### config.mk
export PLATFORM = sky130hd
export DESIGN_NAME = ones_comp_seq_alu
export DESIGN_NICKNAME = d
export VERILOG_FILES = /design/src/rtl/ones_comp_seq_alu.sv
export SDC_FILE = /design/constraint.sdc
export NUM_CORES = 1
export LEC_CHECK = 0
export CAP_MARGIN = 15
export CELL_PAD_IN_SITES_DETAIL_PLACEMENT = 1
export CELL_PAD_IN_SITES_GLOBAL_PLACEMENT = 1
export CORE_UTILIZATION = 47
export DETAILED_ROUTE_END_ITERATION = 8
export DONT_BUFFER_PORTS = 1
export PLACE_DENSITY = 0.9
export SLEW_MARGIN = 30
export SYNTH_ARGS = -nofsm -noshare
export SYNTH_HDL_FRONTEND = slang
export SYNTH_SLANG_ARGS = --single-unit
### constraint.sdc
create_clock -name clk -period 11 [get_ports clk]
set_input_delay 0.55 -clock clk [delete_from_list [all_inputs] [get_ports clk]]
set_output_delay 0.55 -clock clk [all_outputs]
set_load 0.1 [all_outputs]
### src/rtl/ones_comp_seq_alu.sv
// ones_comp_seq_alu
// Multi-cycle one's-complement ALU for AGC-format words. Add and subtract
// finish in one cycle; multiply (shift-add, LSB first) and divide
// (restoring, MSB first) share one iterative step unit and a pair of
// magnitude registers. Double-word results carry the same sign in both words.
//
// Ports:
//   clk, rst          clock (rising edge), asynchronous active-high reset
//   start, op         request (sampled only while idle) and operation
//                     00 add, 01 sub (x-y), 10 mult, 11 div
//   x, y, numer_lo    operands; for div x:numer_lo is the dividend, y divisor
//   busy, done        busy from accept through done; done is a 1-cycle pulse
//   result_hi/lo      sum|diff / 0, product hi / lo, quotient / remainder
//   overflow          add/sub sign overflow, or div quotient out of range
//   div_by_zero       div with divisor +0 or -0
module ones_comp_seq_alu #(
    parameter int WIDTH = 15
) (
    input  logic             clk,
    input  logic             rst,
    input  logic             start,
    input  logic [1:0]       op,
    input  logic [WIDTH-1:0] x,
    input  logic [WIDTH-1:0] y,
    input  logic [WIDTH-1:0] numer_lo,
    output logic             busy,
    output logic             done,
    output logic [WIDTH-1:0] result_hi,
    output logic [WIDTH-1:0] result_lo,
    output logic             overflow,
    output logic             div_by_zero
);
    localparam int M  = WIDTH - 1;      // magnitude bits per word
    localparam int CW = $clog2(WIDTH);

    typedef enum logic [1:0] {IDLE, CALC, DONE} state_t;

    state_t         state_reg;
    logic [M-1:0]   hi_reg;             // mult: partial product hi / div: partial remainder
    logic [M-1:0]   lo_reg;             // mult: multiplier then product lo / div: dividend then quotient
    logic [M-1:0]   b_reg;              // mult: multiplicand magnitude / div: divisor magnitude
    logic           is_div_reg;
    logic           sign_q_reg;         // product / quotient sign
    logic           sign_r_reg;         // remainder sign
    logic [CW-1:0]  cnt_reg;

    // Operand decode
    logic           sx, sy;
    logic [M-1:0]   x_mag, y_mag, n_mag;
    assign sx    = x[WIDTH-1];
    assign sy    = y[WIDTH-1];
    assign x_mag = sx ? ~x[M-1:0] : x[M-1:0];
    assign y_mag = sy ? ~y[M-1:0] : y[M-1:0];
    // Low dividend word takes its sign from x; its own sign bit is ignored.
    assign n_mag = sx ? ~numer_lo[M-1:0] : numer_lo[M-1:0];

    // Add / subtract with end-around carry
    logic [WIDTH-1:0] y_eff, add_res;
    logic [WIDTH:0]   add_sum;
    logic             add_ovf;
    assign y_eff   = op[0] ? ~y : y;
    assign add_sum = {1'b0, x} + {1'b0, y_eff};
    assign add_res = add_sum[WIDTH-1:0] + {{(WIDTH-1){1'b0}}, add_sum[WIDTH]};
    assign add_ovf = (x[WIDTH-1] == y_eff[WIDTH-1]) && (add_res[WIDTH-1] != x[WIDTH-1]);

    logic div_zero, div_big;
    assign div_zero = (y_mag == '0);
    assign div_big  = (x_mag >= y_mag);

    // Shared iteration step. The first step runs on the accept edge straight
    // from the operands, so CALC only needs M-1 further cycles.
    logic           idle, step_div;
    logic [M-1:0]   step_hi_in, step_lo_in, step_b;
    logic [M-1:0]   step_hi_next, step_lo_next;
    logic [M:0]     mult_sum, div_t, div_diff;
    logic           div_ge;

    assign idle       = (state_reg == IDLE);
    assign step_div   = idle ? op[0] : is_div_reg;
    assign step_hi_in = idle ? (op[0] ? x_mag : '0) : hi_reg;
    assign step_lo_in = idle ? (op[0] ? n_mag : y_mag) : lo_reg;
    assign step_b     = idle ? (op[0] ? y_mag : x_mag) : b_reg;

    assign mult_sum = {1'b0, step_hi_in} + (step_lo_in[0] ? {1'b0, step_b} : '0);
    assign div_t    = {step_hi_in, step_lo_in[M-1]};
    assign div_ge   = (div_t >= {1'b0, step_b});
    assign div_diff = div_t - {1'b0, step_b};

    always_comb begin
        if (step_div) begin
            // Remainder stays below the divisor, so it always fits in M bits.
            step_hi_next = div_ge ? div_diff[M-1:0] : div_t[M-1:0];
            step_lo_next = {step_lo_in[M-2:0], div_ge};
        end else begin
            step_hi_next = mult_sum[M:1];
            step_lo_next = {mult_sum[0], step_lo_in[M-1:1]};
        end
    end

    // Final signed words built from the last step's output
    logic [WIDTH-1:0] fin_hi, fin_lo;
    always_comb begin
        if (is_div_reg) begin
            fin_hi = {sign_q_reg, step_lo_next ^ {M{sign_q_reg}}};
            fin_lo = {sign_r_reg, step_hi_next ^ {M{sign_r_reg}}};
        end else begin
            fin_hi = {sign_q_reg, step_hi_next ^ {M{sign_q_reg}}};
            fin_lo = {sign_q_reg, step_lo_next ^ {M{sign_q_reg}}};
        end
    end

    logic unused_bits;
    assign unused_bits = &{1'b0, numer_lo[WIDTH-1], div_diff[M]};

    always_ff @(posedge clk or posedge rst) begin
        if (rst) begin
            state_reg   <= IDLE;
            busy        <= 1'b0;
            done        <= 1'b0;
            result_hi   <= '0;
            result_lo   <= '0;
            overflow    <= 1'b0;
            div_by_zero <= 1'b0;
            hi_reg      <= '0;
            lo_reg      <= '0;
            b_reg       <= '0;
            is_div_reg  <= 1'b0;
            sign_q_reg  <= 1'b0;
            sign_r_reg  <= 1'b0;
            cnt_reg     <= '0;
        end else begin
            case (state_reg)
                IDLE: begin
                    done <= 1'b0;
                    if (start) begin
                        busy        <= 1'b1;
                        is_div_reg  <= op[0];
                        sign_q_reg  <= sx ^ sy;
                        sign_r_reg  <= sx;
                        b_reg       <= step_b;
                        hi_reg      <= step_hi_next;
                        lo_reg      <= step_lo_next;
                        cnt_reg     <= CW'(M - 2);
                        result_lo   <= '0;
                        if (!op[1]) begin
                            result_hi   <= add_res;
                            overflow    <= add_ovf;
                            div_by_zero <= 1'b0;
                            done        <= 1'b1;
                            state_reg   <= DONE;
                        end else if (op[0] && (div_zero || div_big)) begin
                            result_hi   <= '0;
                            overflow    <= 1'b1;
                            div_by_zero <= div_zero;
                            done        <= 1'b1;
                            state_reg   <= DONE;
                        end else begin
                            result_hi   <= '0;
                            overflow    <= 1'b0;
                            div_by_zero <= 1'b0;
                            state_reg   <= CALC;
                        end
                    end
                end
                CALC: begin
                    hi_reg <= step_hi_next;
                    lo_reg <= step_lo_next;
                    if (cnt_reg == '0) begin
                        result_hi <= fin_hi;
                        result_lo <= fin_lo;
                        done      <= 1'b1;
                        state_reg <= DONE;
                    end else begin
                        cnt_reg <= cnt_reg - 1'b1;
                    end
                end
                DONE: begin
                    done      <= 1'b0;
                    busy      <= 1'b0;
                    state_reg <= IDLE;
                end
                default: begin
                    done      <= 1'b0;
                    busy      <= 1'b0;
                    state_reg <= IDLE;
                end
            endcase
        end
    end
endmodule

==> reports/metrics.yaml <==
outcome: "complete, no violations"
ant_nets: 0
floorplan.initialDensity_pct: 48.7
synth-main-ff-cell: "dfrtp_1"
syn-num-nets: 1225
dieArea_sq_um: 19400
path_clk_slew_ps: 70
cts_hold_buf: 0
cts.sinks: 85
cts_tree: "built"
synth_seq_area_share_pct: 24.0
grt_max_degree: 74
fin_crit_sh_pct: 49.5
port-buffer-count: 0
fillers: 2225
wl_per_cell_microns: 25.6
grt_pass1_wl_mm: 52.2
antenna_cells: 0
synth_simple_gate_area_share_pct: 20.9
grt_pass1_vias: 9167
ys_warn_count: 0
syn_to_final_growth_pct: 4.76
dpl.hpwl_mm: 25.2
r2r_slack_ps: 5550
drtPass1Iterations: 5
grt_setup_unrepaired: "false"
placed_cell_area_sq_um: 8970
synthTopCellsByCount: "nand2_1 (115), nor2_1 (114), dfrtp_1 (85)"
cts.path.max_buffers: 2
synth_compound_area_share_pct: 26.7
final_nets: 1185
final_area_sq_um: 9290
finalCriticalPeriod_ps: 5450
fmax_ghz: 0.184
slew_violations: 0
synth.most_common_cell: "nand2_1"
rows: 49
yosys.area.top_type: "dfrtp_1"
die_width_microns: 139
synth_area_leaders: "dfrtp_1 (24%), ha_1 (8.3%), xnor2_1 (5.7%)"
start_kind: "flip-flop"
synthArstFlopShare_pct: 100
timing.rr.end: "result_hi[5]"
r2r_cells: 15
required_ps: 11270
root_buffer: "clkbuf_16"
drc: 0
ys_ff_latch: 85
hp-class: "input port to asynchronous set/reset pin"
synth_top_family_by_area: "compound AO/OA/AOI/OAI gates"
grt-ovfl-total: 0
finalHoldViolCount: 0
vias: 9054
slew_headroom_pct: 32.2
crit_path_end_kind: "flip-flop"
fin_skew_ps: 7.62
ctsResizeCount: 0
crit_type: "flip-flop to flip-flop"
antenna_found_initial: 0
crit_fanout: 56
die_height_microns: 139
drive_gt1_share_pct: 6.69
postRouteWirelength_mm: 33.5
synth_adder_area_share_pct: 9.00
io_pins: 84
synth_xor_area_share_pct: 11.4
cts_setup_buffers: 0
grt_usage_pct: 35.0
clk_latency_ps: 360
synth_top_area_share_pct: 24.0
synth.avg_cell_area_sq_um: 7.97
setup_viol: 0
synthCells: 1113
synth_mux_area_share_pct: 3.37
vias_per_cell: 6.93
globalplace.congestion: 0.961
drtIter0Drc: 891
fp.coreArea_sq_um: 18200
rr_startpoint: "state_reg[0]"
maxCapViolations: 0
cts_made_buffers: 9
synth_cell_types: 85
synth-edff-count: 0
arrival_ps: 5720
cts_max_level: 3
largestRegisters: "result_hi: 15 flops, result_lo: 15 flops"
worstMarginPinSlew_ps: 1020
fin_tns_setup_ps: 0
final_core_util_pct: 51.0
synthesis.area_sq_um: 8870
-- cell usage in the layout, fill, tap and decap left out, types with 6 or more instances in the layout --
| cell type | Yosys | routed |
|---|---|---|
| a211oi_1 | 12 | 12 |
| a21o_1 | 24 | 24 |
| a21oi_1 | 80 | 78 |
| a22o_1 | 10 | 10 |
| a22oi_1 | 22 | 22 |
| a31oi_1 | 16 | 16 |
| and2_1 | 15 | 15 |
| and3_1 | 18 | 18 |
| buf_4 | 1 | 11 |
| clkbuf_16 | 0 | 9 |
| dfrtp_1 | 85 | 85 |
| ha_1 | 59 | 59 |
| inv_1 | 29 | 28 |
| mux2_2 | 7 | 7 |
| mux2i_1 | 22 | 22 |
| nand2_1 | 115 | 114 |
| nand2b_1 | 8 | 8 |
| nand3_1 | 23 | 23 |
| nand4_1 | 8 | 8 |
| nor2_1 | 114 | 113 |
| nor2b_1 | 7 | 7 |
| nor3_1 | 28 | 28 |
| nor3b_1 | 9 | 9 |
| o211ai_1 | 21 | 21 |
| o21a_1 | 6 | 6 |
| o21ai_0 | 70 | 70 |
| o22ai_1 | 6 | 6 |
| or3_1 | 13 | 13 |
| xnor2_1 | 58 | 58 |
| xor2_1 | 52 | 52 |
-- kinds of logic after synthesis --
kind of cell	Yosys count
buf+inv	94
fa+ha+maj	62
flops	85
compound gates	346
mux	29
xor+xnor	112
simple gates	385
-- how the worst max path moves through the flow --
stage                 startpoint      endpoint  slack (ps)  cells after the start
global placement    state_reg[0]  result_lo[1]        5420                     15
global route        state_reg[0]  result_hi[5]        5360                     15
floorplan                  op[0]      overflow        4720                     25
finish              state_reg[0]  result_hi[5]        5550                     15
CTS                 state_reg[0]  result_hi[5]        5750                     15
detailed placement  state_reg[0]  result_hi[5]        5820                     15
-- worst max-delay path: stages (launching register included) --
cell       delay, ps
dfrtp_1          690
or2_4            660
nand2_1          220
and2_1           220
ha_1             350
a21oi_1          230
o21bai_1         130
a2111oi_0        600
a211oi_1         110
a41o_1           290
o31ai_1          240
buf_4            240
nand2_1          200
a211oi_2         740
xnor2_1          200
o21ai_0          210
-- per-layer routing --
layer  part of all wire (%)  GRT usage, %
met4                    7.7          25.8
met5                      0             0
met1                     40          43.5
met2                     46          56.1
met3                    6.6          4.37
-- per-stage QoR --
stage / worst slack [ps] / std cells / hold WS (ps)
after global placement: 5420 / 1290 / 378
after detailed placement: 5820 / 1291 / 380
after floorplan: 4720 / 1113 / 439
final: 5550 / 1306 / 1.80
after CTS: 5750 / 1306 / 3.06
after global routing: 5360 / 1306 / 15.4
-- cell type report --
type	instances	area, sq um	area share (%)
clock buffers	9	225	2.42
multi-input cells	934	6350	68.4
well taps	229	287	3.09
clock inverters	6	71.3	0.768
flip-flops and latches	85	2130	22.9
repair buffers	13	109	1.17
inverters	30	116	1.25
Power is left out: the tool's default activity adds up to more than one toggle a clock period on the data nets, which glitch-free logic cannot reach.
